[src/rtl/uart_rx_fifo_if.sv]
// Bundle between the UART receiver / host read port and the receive FIFO.
// The FIFO side uses the slave modport; the driving side uses master.
interface uart_rx_fifo_if #(
  parameter int DEPTH_LOG2 = 4
);
  logic                  RxDone;
  logic [7:0]            RxData;
  logic                  ParityError;
  logic                  FrameError;
  logic                  RxTimeOut;
  logic                  FifoClr;
  logic                  RdEn;
  logic [7:0]            RdData;
  logic                  RdPE;
  logic                  RdFE;
  logic [DEPTH_LOG2:0]   Level;
  logic                  Empty;
  logic                  Full;
  logic [DEPTH_LOG2:0]   TrigLevel;
  logic                  OvrClr;
  logic                  Overrun;
  logic                  TimeoutFlag;
  logic                  RxIrq;

  modport master (
    output RxDone, RxData, ParityError, FrameError, RxTimeOut,
    output FifoClr, RdEn, TrigLevel, OvrClr,
    input  RdData, RdPE, RdFE, Level, Empty, Full,
    input  Overrun, TimeoutFlag, RxIrq
  );

  modport slave (
    input  RxDone, RxData, ParityError, FrameError, RxTimeOut,
    input  FifoClr, RdEn, TrigLevel, OvrClr,
    output RdData, RdPE, RdFE, Level, Empty, Full,
    output Overrun, TimeoutFlag, RxIrq
  );
endinterface

[src/rtl/uart_rx_fifo.sv]
// UART receive FIFO: captures one entry per RxDone rising edge, show-ahead read port,
// sticky overrun/idle-timeout flags and interrupt. Macro UART_RX_ERR_STATUS_EN keeps per-byte error bits.
module uart_rx_fifo #(
  parameter int DEPTH_LOG2 = 4
) (
  input  logic             CLK,
  input  logic             RESETn,
  uart_rx_fifo_if.slave    bus
);

  localparam int DEPTH = 1 << DEPTH_LOG2;
  localparam logic [DEPTH_LOG2:0] LVL_FULL = (DEPTH_LOG2 + 1)'(DEPTH);
  localparam logic [DEPTH_LOG2:0] LVL_ONE  = (DEPTH_LOG2 + 1)'(1);

`ifdef UART_RX_ERR_STATUS_EN
  localparam int ENTRY_W = 10;
`else
  localparam int ENTRY_W = 8;
`endif

  logic [ENTRY_W-1:0]    mem [DEPTH];
  logic [ENTRY_W-1:0]    wrEntry;
  logic [ENTRY_W-1:0]    headEntry;

  logic [DEPTH_LOG2-1:0] wrPtr, rdPtr;
  logic [DEPTH_LOG2-1:0] wrPtrNext, rdPtrNext;
  logic [DEPTH_LOG2:0]   level, levelNext;

  logic rxDonePrev;
  logic primed;
  logic wrStb;
  logic empty, full;
  logic pop, push, ovrSet;

  logic overrun, overrunNext;
  logic timeoutFlag, timeoutNext;
  logic rxIrq, rxIrqNext;
  logic levelIrq;

  // primed stays low for the first post-reset cycle so a frame already
  // signalled when reset released is absorbed into rxDonePrev, not written.
  assign wrStb = primed & bus.RxDone & ~rxDonePrev;

  assign empty  = (level == '0);
  assign full   = (level == LVL_FULL);
  assign pop    = bus.RdEn & ~empty;
  assign push   = wrStb & (~full | pop);
  assign ovrSet = wrStb & full & ~pop;

  always_comb begin
    levelNext = level;
    wrPtrNext = wrPtr;
    rdPtrNext = rdPtr;
    if (bus.FifoClr) begin
      levelNext = '0;
      wrPtrNext = '0;
      rdPtrNext = '0;
    end else begin
      if (push) wrPtrNext = wrPtr + 1'b1;
      if (pop)  rdPtrNext = rdPtr + 1'b1;
      case ({push, pop})
        2'b10:   levelNext = level + LVL_ONE;
        2'b01:   levelNext = level - LVL_ONE;
        default: levelNext = level;
      endcase
    end
  end

  always_comb begin
    overrunNext = overrun;
    if (bus.FifoClr)     overrunNext = 1'b0;
    else if (ovrSet)     overrunNext = 1'b1;
    else if (bus.OvrClr) overrunNext = 1'b0;
  end

  // A timeout seen together with the pop of the last entry leaves nothing to
  // report, so set only wins while the FIFO stays non-empty.
  always_comb begin
    timeoutNext = timeoutFlag;
    if (bus.FifoClr)
      timeoutNext = 1'b0;
    else if (bus.RxTimeOut && !empty && (levelNext != '0))
      timeoutNext = 1'b1;
    else if (pop)
      timeoutNext = 1'b0;
  end

  always_comb begin
    levelIrq  = (bus.TrigLevel != '0) && (levelNext >= bus.TrigLevel);
    rxIrqNext = levelIrq | timeoutNext | overrunNext;
  end

  always_ff @(posedge CLK or negedge RESETn) begin
    if (!RESETn) begin
      wrPtr       <= '0;
      rdPtr       <= '0;
      level       <= '0;
      rxDonePrev  <= 1'b0;
      primed      <= 1'b0;
      overrun     <= 1'b0;
      timeoutFlag <= 1'b0;
      rxIrq       <= 1'b0;
    end else begin
      wrPtr       <= wrPtrNext;
      rdPtr       <= rdPtrNext;
      level       <= levelNext;
      rxDonePrev  <= bus.RxDone;
      primed      <= 1'b1;
      overrun     <= overrunNext;
      timeoutFlag <= timeoutNext;
      rxIrq       <= rxIrqNext;
    end
  end

`ifdef UART_RX_ERR_STATUS_EN
  assign wrEntry = {bus.FrameError, bus.ParityError, bus.RxData};
`else
  logic unusedErrBits;
  assign wrEntry       = bus.RxData;
  assign unusedErrBits = bus.ParityError ^ bus.FrameError;
`endif

  // Storage is not reset; the head value after reset or flush is stale data.
  always_ff @(posedge CLK) begin
    if (push && !bus.FifoClr) mem[wrPtr] <= wrEntry;
  end

  assign headEntry = mem[rdPtr];
  assign bus.RdData = headEntry[7:0];

`ifdef UART_RX_ERR_STATUS_EN
  assign bus.RdPE = headEntry[8];
  assign bus.RdFE = headEntry[9];
`else
  assign bus.RdPE = 1'b0;
  assign bus.RdFE = 1'b0;
`endif

  assign bus.Level       = level;
  assign bus.Empty       = empty;
  assign bus.Full        = full;
  assign bus.Overrun     = overrun;
  assign bus.TimeoutFlag = timeoutFlag;
  assign bus.RxIrq       = rxIrq;

endmodule

[src/flat_wrapper.sv]
// flat-port wrapper written by rule: the top's interface ports become plain ports
module uart_rx_fifo_flat 
#(
  parameter int DEPTH_LOG2 = 4
)
  (CLK, RESETn, bus_RxDone, bus_RxData, bus_ParityError, bus_FrameError, bus_RxTimeOut, bus_FifoClr, bus_RdEn, bus_TrigLevel, bus_OvrClr, bus_RdData, bus_RdPE, bus_RdFE, bus_Level, bus_Empty, bus_Full, bus_Overrun, bus_TimeoutFlag, bus_RxIrq);
  uart_rx_fifo_if #(.DEPTH_LOG2(DEPTH_LOG2)) bus_i ();
  input  logic CLK;
  input  logic RESETn;
  input wire logic [$bits(bus_i.RxDone)-1:0] bus_RxDone;
  input wire logic [$bits(bus_i.RxData)-1:0] bus_RxData;
  input wire logic [$bits(bus_i.ParityError)-1:0] bus_ParityError;
  input wire logic [$bits(bus_i.FrameError)-1:0] bus_FrameError;
  input wire logic [$bits(bus_i.RxTimeOut)-1:0] bus_RxTimeOut;
  input wire logic [$bits(bus_i.FifoClr)-1:0] bus_FifoClr;
  input wire logic [$bits(bus_i.RdEn)-1:0] bus_RdEn;
  input wire logic [$bits(bus_i.TrigLevel)-1:0] bus_TrigLevel;
  input wire logic [$bits(bus_i.OvrClr)-1:0] bus_OvrClr;
  output wire logic [$bits(bus_i.RdData)-1:0] bus_RdData;
  output wire logic [$bits(bus_i.RdPE)-1:0] bus_RdPE;
  output wire logic [$bits(bus_i.RdFE)-1:0] bus_RdFE;
  output wire logic [$bits(bus_i.Level)-1:0] bus_Level;
  output wire logic [$bits(bus_i.Empty)-1:0] bus_Empty;
  output wire logic [$bits(bus_i.Full)-1:0] bus_Full;
  output wire logic [$bits(bus_i.Overrun)-1:0] bus_Overrun;
  output wire logic [$bits(bus_i.TimeoutFlag)-1:0] bus_TimeoutFlag;
  output wire logic [$bits(bus_i.RxIrq)-1:0] bus_RxIrq;
  assign bus_i.RxDone = bus_RxDone;
  assign bus_i.RxData = bus_RxData;
  assign bus_i.ParityError = bus_ParityError;
  assign bus_i.FrameError = bus_FrameError;
  assign bus_i.RxTimeOut = bus_RxTimeOut;
  assign bus_i.FifoClr = bus_FifoClr;
  assign bus_i.RdEn = bus_RdEn;
  assign bus_i.TrigLevel = bus_TrigLevel;
  assign bus_i.OvrClr = bus_OvrClr;
  assign bus_RdData = bus_i.RdData;
  assign bus_RdPE = bus_i.RdPE;
  assign bus_RdFE = bus_i.RdFE;
  assign bus_Level = bus_i.Level;
  assign bus_Empty = bus_i.Empty;
  assign bus_Full = bus_i.Full;
  assign bus_Overrun = bus_i.Overrun;
  assign bus_TimeoutFlag = bus_i.TimeoutFlag;
  assign bus_RxIrq = bus_i.RxIrq;
  uart_rx_fifo #(.DEPTH_LOG2(DEPTH_LOG2)) u_core (.CLK(CLK), .RESETn(RESETn), .bus(bus_i));
endmodule
[config.mk]
export PLATFORM = sky130hd
export DESIGN_NAME = uart_rx_fifo_flat
export DESIGN_NICKNAME = d
export VERILOG_FILES = /design/src/rtl/uart_rx_fifo_if.sv /design/src/rtl/uart_rx_fifo.sv /design/src/flat_wrapper.sv
export SDC_FILE = /design/constraint.sdc
export NUM_CORES = 1
export LEC_CHECK = 0
export CAP_MARGIN = 10
export CORE_UTILIZATION = 49
export DETAILED_ROUTE_END_ITERATION = 6
export PLACE_DENSITY = 0.7
export SETUP_SLACK_MARGIN = 0.15
export SLEW_MARGIN = 10
export SYNTH_ARGS = -nofsm -noshare
export SYNTH_HDL_FRONTEND = slang
export SYNTH_SLANG_ARGS = --single-unit
export TNS_END_PERCENT = 30
[constraint.sdc]
create_clock -name CLK -period 4.15 [get_ports CLK]
set_input_delay 0.83 -clock CLK [delete_from_list [all_inputs] [get_ports CLK]]
set_output_delay 0.83 -clock CLK [all_outputs]
set_load 0.01 [all_outputs]
# After elaboration in Yosys (flattened, before gate mapping)
# Memories as Yosys holds them, arrays and structs flattened.
# Index checks and enable logic that the tools add are counted.
[totals] rom_bits=0 ram_bits=128 wordCells=55 out_inout_bits=20 reg_bits=18 memories=1 latchBits=0 inputBits=22
[mem_list] memory="u_core.mem" depth=16 word_bits=8 rd=1 rd_clocked_by_memory_dff=0 write_ports=1 line_no="uart_rx_fifo.sv:21" text="logic [ENTRY_W-1:0] mem [DEPTH];"
[op_classes] order_cmp=1 n_addsub=4 n_mul=0 reduce_logical=11 eq_ne=3 div_mod_pow=0 shift=0 muxes=14 n_bitwise=13
[ops] operator="4-bit two-way mux" n=4
[ops] operator="5-bit case mux with 2 select lines" n=1
[ops] operator="5-bit nonzero test" n=2
[ops] operator="4-bit by 1-bit adder with 4-bit output, second input constant" n=2
[ops] operator="1-bit two-way mux" n=8
[ops] operator="1-bit bitwise AND" n=6
[ops] operator="5-bit by 1-bit adder with 5-bit output, second input constant" n=1
[ops] operator="5-bit == test, second input constant" n=1
[ops] operator="5-bit greater-or-equal comparator" n=1
[ops] operator="5-bit logical NOT" n=1
[ops] operator="5-bit two-way mux" n=1
[ops] operator="5-bit by 1-bit subtractor with 5-bit output, second input constant" n=1
[ops] operator="1-bit logical AND" n=4
[ops] operator="1-bit NOT" n=4
[ops] operator="2-bit nonzero test" n=2
[ops] operator="1-bit bitwise OR" n=3
[ops] operator="2-bit by 1-bit == test with 1-bit output, second input constant" n=1
[ops] operator="2-bit == test, second input constant" n=1
[ops] operator="1-bit logical NOT" n=2

# Longest topological paths before layout
[logic_depth] depth_word=14 depth_mapped=15 ltp_nobuf=14

# Least setup slack after synthesis
# OpenSTA, ideal clock, no wires.
[synth_path] path_kind="register to register" start="reg u_core.level[1] (netlist: u_core.bus.Level[1])" end="reg u_core.rxIrq (netlist: u_core.bus.RxIrq)" setup_ps=135 required_time_ps=4015 path_slack_ps=443 arrival_time_ps=3572 path_buffers=1 path_stages_with_launch=16 synth_period_minus_slack_ps=3707 cell_sequence="dfrtp_1 > buf_6 > or4_4 > o211ai_1 > xnor2_1 > ha_1 > or4_1 > nor4_1 > nor3b_1 > a211oi_1 > ha_1 > nor2_1 > a21oi_1 > a21oi_1 > nor2b_1 > a32oi_1"
[synth_via] elab_chain_len=14 word_cells_on_any_way=29 cone_classes="2 x add/sub; 1 x order compare; 3 x eq/ne; 7 x mux; 10 x bitwise; 6 x reduce/logical"
[synth_lines] item="start, declared" line_no="uart_rx_fifo.sv:27" text="logic [DEPTH_LOG2:0] level, levelNext;"
[synth_lines] item="start signal, assigned" line_no="uart_rx_fifo.sv:106" text="level <= levelNext;"
[synth_lines] item="5-bit logical NOT" line_no="uart_rx_fifo.sv:44" text="assign empty = (level == '0);"
[synth_lines] item="1-bit NOT" line_no="uart_rx_fifo.sv:46" text="assign pop = bus.RdEn & ~empty;"
[synth_lines] item="1-bit bitwise AND" line_no="uart_rx_fifo.sv:46"
[synth_lines] item="1-bit bitwise OR" line_no="uart_rx_fifo.sv:47" text="assign push = wrStb & (~full | pop);"
[synth_lines] item="1-bit bitwise AND" line_no="uart_rx_fifo.sv:47"
[synth_lines] item="2-bit by 1-bit == test with 1-bit output or 2-bit == test (tied branches)" line_no="uart_rx_fifo.sv:61" text="case ({push, pop})"
[synth_lines] item="5-bit case mux with 2 select lines (*)" line_no="uart_rx_fifo.sv:61"
[synth_lines] item="5-bit two-way mux (*)" line_no="uart_rx_fifo.sv:54" text="if (bus.FifoClr) begin"
[synth_lines] item="net u_core.levelNext[4]" line_no="uart_rx_fifo.sv:27"
[synth_lines] item="parallel branches: the longest is 4 deep, another holds 5-bit greater-or-equal comparator"
[synth_lines] item="1-bit bitwise OR (*) (2 in a row)" line_no="uart_rx_fifo.sv:90" text="rxIrqNext = levelIrq | timeoutNext | overrunNext;"
[synth_lines] item="net u_core.rxIrqNext" line_no="uart_rx_fifo.sv:37" text="logic rxIrq, rxIrqNext;"
[synth_lines] item="end signal, assigned" line_no="uart_rx_fifo.sv:111" text="rxIrq <= rxIrqNext;"
[synth_lines] item="end, declared" line_no="uart_rx_fifo.sv:37"
# Mark *: on every way through the listed nets, which the timed path passes.
# A chain may end at the register's enable or synchronous reset.

# Worst setup path in the final report
[layout_path] start="reg u_core.level[2] (netlist: u_core.bus.Level[2])" end="reg u_core.rxIrq (netlist: u_core.bus.RxIrq)"
# Same word-level chain as after synthesis.

==> summary.md <==
| Metric | Value |
|---|---|
| Status | `finished clean` |
| Synth Flop Type | `edfxtp_1` |
| Via count | `3,351` |
| CP Class | `register to register` |
| Port Buffers | `37` |
| # resized after CTS | `0` |
| Number of vias per cell | `5.62` |
| Nets | `448` |
| Setup TNS | `0 ps` |
| Max-slew violation count | `0` |
| Final Worst Setup Slack | `549 ps` |
| Initial antenna violation count | `0` |
| Total track usage | `21.0%` |
| Synth warnings | `0` |
| Place WS | `171 ps` |
| Final RePlAce weighted congestion | `0.861` |
| Synth cell types | `47` |
| Routed WL per cell | `20.8 um` |
| Clock network power share | `35.2%` |
| Logic pwr share | `25.1%` |
| First-pass GRT wire length | `19,500 um` |
| Clock root buffer | `clkbuf_16` |
| CP max stage delay | `500 ps` |
| Syn_area_per_cell | `17.9 um2` |
| Critical Path, Cell by Cell | `or4_4 > o211ai_1 > xnor2_1 > ha_1 > or4_1 > o21ai_0 > nor3b_1 > a211oi_1 > buf_4 > ha_1 > nor2_1 > a21oi_1 > a21oi_1 > nor2b_1 > a32oi_1` |
| RSZ-0062 raised after global routing | `false` |
| Max_cap viols | `0` |
| Global route total overflow | `0` |
| Max Clock Skew | `18.0 ps` |
| Sw power | `1120 uW` |
| Seq pwr share | `39.8%` |
| DRT iter0 DRCs | `326` |
| Die Area | `13,100 um2` |
| PD cells | `562 nW/um2` |
| Crit. End Element | `register` |
| Share of layout cells above drive strength 1 | `25.5%` |
| CP arrival | `3870 ps` |
| First drt pass iteration count | `5` |
| Slew of the pin with the lowest slew margin | `806 ps` |
| CTS tree | `yes` |
| Synthesis-to-layout area growth | `21.1%` |
| Dpl hpwl | `8050 um` |
| Power, Total | `4210 uW` |
| Residual DRC count | `0` |
| Clk slew on worst S/H paths | `60 ps` |
| Row count | `40` |
| Maximum buffer depth of the clock tree | `2` |
| Int Power | `3090 uW` |
| Cells after Synth | `346` |
| R2r setup slk | `550 ps` |
| Inserted Clock Buffers | `17` |
| Num ports | `42` |
| Worst-path maximum fanout | `8` |
| Worst Hold Class | `register to register` |
| Clk sinks | `146` |
| Pin count of the biggest net entering global routing | `35` |
| Dpl cell area | `6910 um2` |
| Crit path launch type | `register` |
| Skew-Pair Late Insertion Delay | `420 ps` |
| Cell area after synthesis | `6190 um2` |
| Final setup vio count | `0` |
| Max-slew headroom | `46.1%` |
| Worst VDD drop | `404 uV` |
| Fin crit share | `86.8%` |
| Die Y-Extent | `114 um` |
| Fmax | `278 MHz` |
| Die span in x | `114 um` |
| Antenna cells | `0` |
| Tmin final | `3600 ps` |
| #FFs+latches synth | `146` |
| Asr flop ratio synth | `12.3%` |
| Switching share of power | `26.6%` |
| Initial Util | `50.9%` |
| Cell family contributing the most delay on the critical path | `simple AND/OR/NAND/NOR gates` |
| Core area | `12,200 um2` |
| Post-synth EDFFs | `128` |
| Worst path slowest cell | `or4_4` |
| Vias in the first global route | `3,458` |
| Drt total wl | `12,400 um` |
| Register area share after synthesis | `69.4%` |
| H-tree depth | `4` |
| Critical Path RT | `4420 ps` |
| Post-CTS Repair Setup Buffers | `0` |
| Final hold viol count | `0` |
| Post-CTS Hold Buffers | `0` |
| Buf/Inv on CP | `1` |
| Antenna Nets Post-Route | `0` |
| Static leakage | `0.00256 uW` |
| Final Cell Area | `7500 um2` |
[stage by stage]
| step | cells | utilization (%) | hold slack, ps |
|---|---|---|---|
| floorplan | 347 | - | 534 |
| global placement | 564 | 56.9 | 512 |
| detailed placement | 564 | 56.9 | 516 |
| CTS | 596 | 61.6 | 524 |
| global route | 596 | 61.6 | 543 |
| finish | 596 | 61.6 | 523 |
[final timing paths]
path | start | endpoint | cells after the start
worst max-delay path | u_core.bus.Level[2] | u_core.bus.RxIrq | 15
worst min-delay path | u_core.rdPtr[1] | u_core.rdPtr[1] | 2
worst max register to register | u_core.bus.Level[2] | u_core.bus.RxIrq | 15
worst min register to register | u_core.rdPtr[1] | u_core.rdPtr[1] | 2
max in group asynchronous | RESETn | u_core.rdPtr[0] | 1
min in group asynchronous | RESETn | u_core.bus.Level[0] | 1
[per-layer routing]
layer | GRT usage, % | vias to the layer above | wire length [um]
met5 | 0 | - | 0
met4 | 6.06 | 0 | 155
met3 | 5.19 | 10 | 681
met2 | 34.8 | 110 | 6390
met1 | 27.7 | 1722 | 5190
li1 | - | 1509 | -
[tightest hold or removal path: cells and delay by family (launching register included)]
kind | cells | cell delay (ps)
DFF | 1 | 370
and+or+nand+nor | 1 | 60
AOI/OAI and AO/OA | 1 | 60
[cells in the mapped netlist, drive strengths merged, types with 2 or more instances]
cell type  count  area share, %
nor3b          2           0.24
o211ai         2           0.32
nand2         15           0.91
conb           2           0.12
edfxtp       128             62
nor4           4           0.65
and3           2           0.20
or4            2           0.30
xor2           6           0.85
o21ai          9           0.73
a21oi          5           0.40
ha            11            2.2
and2           2           0.20
mux2i          2           0.32
a211oi         3           0.36
a22oi          2           0.24
or2            2           0.20
buf            8           0.85
inv           10           0.61
a32o           2           0.32
nand4          3           0.30
dfrtp         18            7.3
nor2b          2           0.20
nor3           7           0.65
mux4          40             15
clkbuf        11           0.67
nand2b         4           0.40
xnor2          5           0.71
nor2          26            1.6
[final cells by class]
| class | count | area (um2) |
|---|---|---|
| clock buffers | 17 | 425 |
| clock inverters | 15 | 156 |
| fillers | 903 | 4670 |
| inverters | 10 | 37.5 |
| multi-input cells | 172 | 1770 |
| flip-flops and latches | 146 | 4300 |
| well taps | 168 | 210 |
| repair buffers | 68 | 603 |
[layout by cell type, fill, tap and decap left out, types with 2 or more instances in the layout]
cell | synthesis | final
and2_1 | 2 | 2
nand4_1 | 3 | 3
nor2_1 | 26 | 26
conb_1 | 2 | 3
a21oi_1 | 5 | 5
nor2b_1 | 2 | 2
buf_4 | 3 | 31
o21ai_0 | 9 | 9
clkdlybuf4s50_1 | 0 | 37
nor3b_1 | 2 | 2
clkinv_4 | 0 | 2
ha_1 | 11 | 11
a211oi_1 | 3 | 3
a32o_1 | 2 | 2
clkinvlp_4 | 0 | 4
nor4_1 | 3 | 3
nand2_1 | 15 | 15
clkbuf_16 | 0 | 17
nor3_1 | 6 | 6
mux4_2 | 40 | 40
inv_6 | 0 | 3
xor2_1 | 6 | 6
inv_1 | 10 | 10
dfrtp_1 | 18 | 17
mux2i_1 | 2 | 2
edfxtp_1 | 128 | 128
nand2b_1 | 4 | 4
and3_1 | 2 | 2
clkinv_1 | 0 | 3
or2_2 | 2 | 2
bufinv_16 | 0 | 2
xnor2_1 | 5 | 5
a22oi_1 | 2 | 2
[cells by family after synthesis]
| family | Yosys count | share of synthesized area (%) |
|---|---|---|
| other cells | 2 | 0.121 |
| mux | 43 | 15.1 |
| fa+ha+maj | 11 | 2.22 |
| flops | 146 | 69.4 |
| xor+xnor | 11 | 1.56 |
| simple gates | 75 | 6.35 |
| compound gates | 29 | 3.19 |
| buf+inv | 29 | 2.12 |
[power groups by stage]
stage	registers (uW)	logic [uW]	clock network [uW]
floorplan	1710	714	0
global placement	1700	1050	0
detailed placement	1700	1070	0
CTS	1670	1070	1510
global route	1680	1150	1560
finish	1670	1060	1480
[sequential cells by signal, summed over array words and instances (netlist names)]
register,count
u_core.bus.Level,5
u_core.primed,1
u_core.wrPtr,4
u_core.bus.Overrun,1
u_core.bus.TimeoutFlag,1
u_core.bus.RxIrq,1
u_core.mem,128
u_core.rdPtr,4
u_core.rxDonePrev,1
Power figures use the tool's default switching activity.
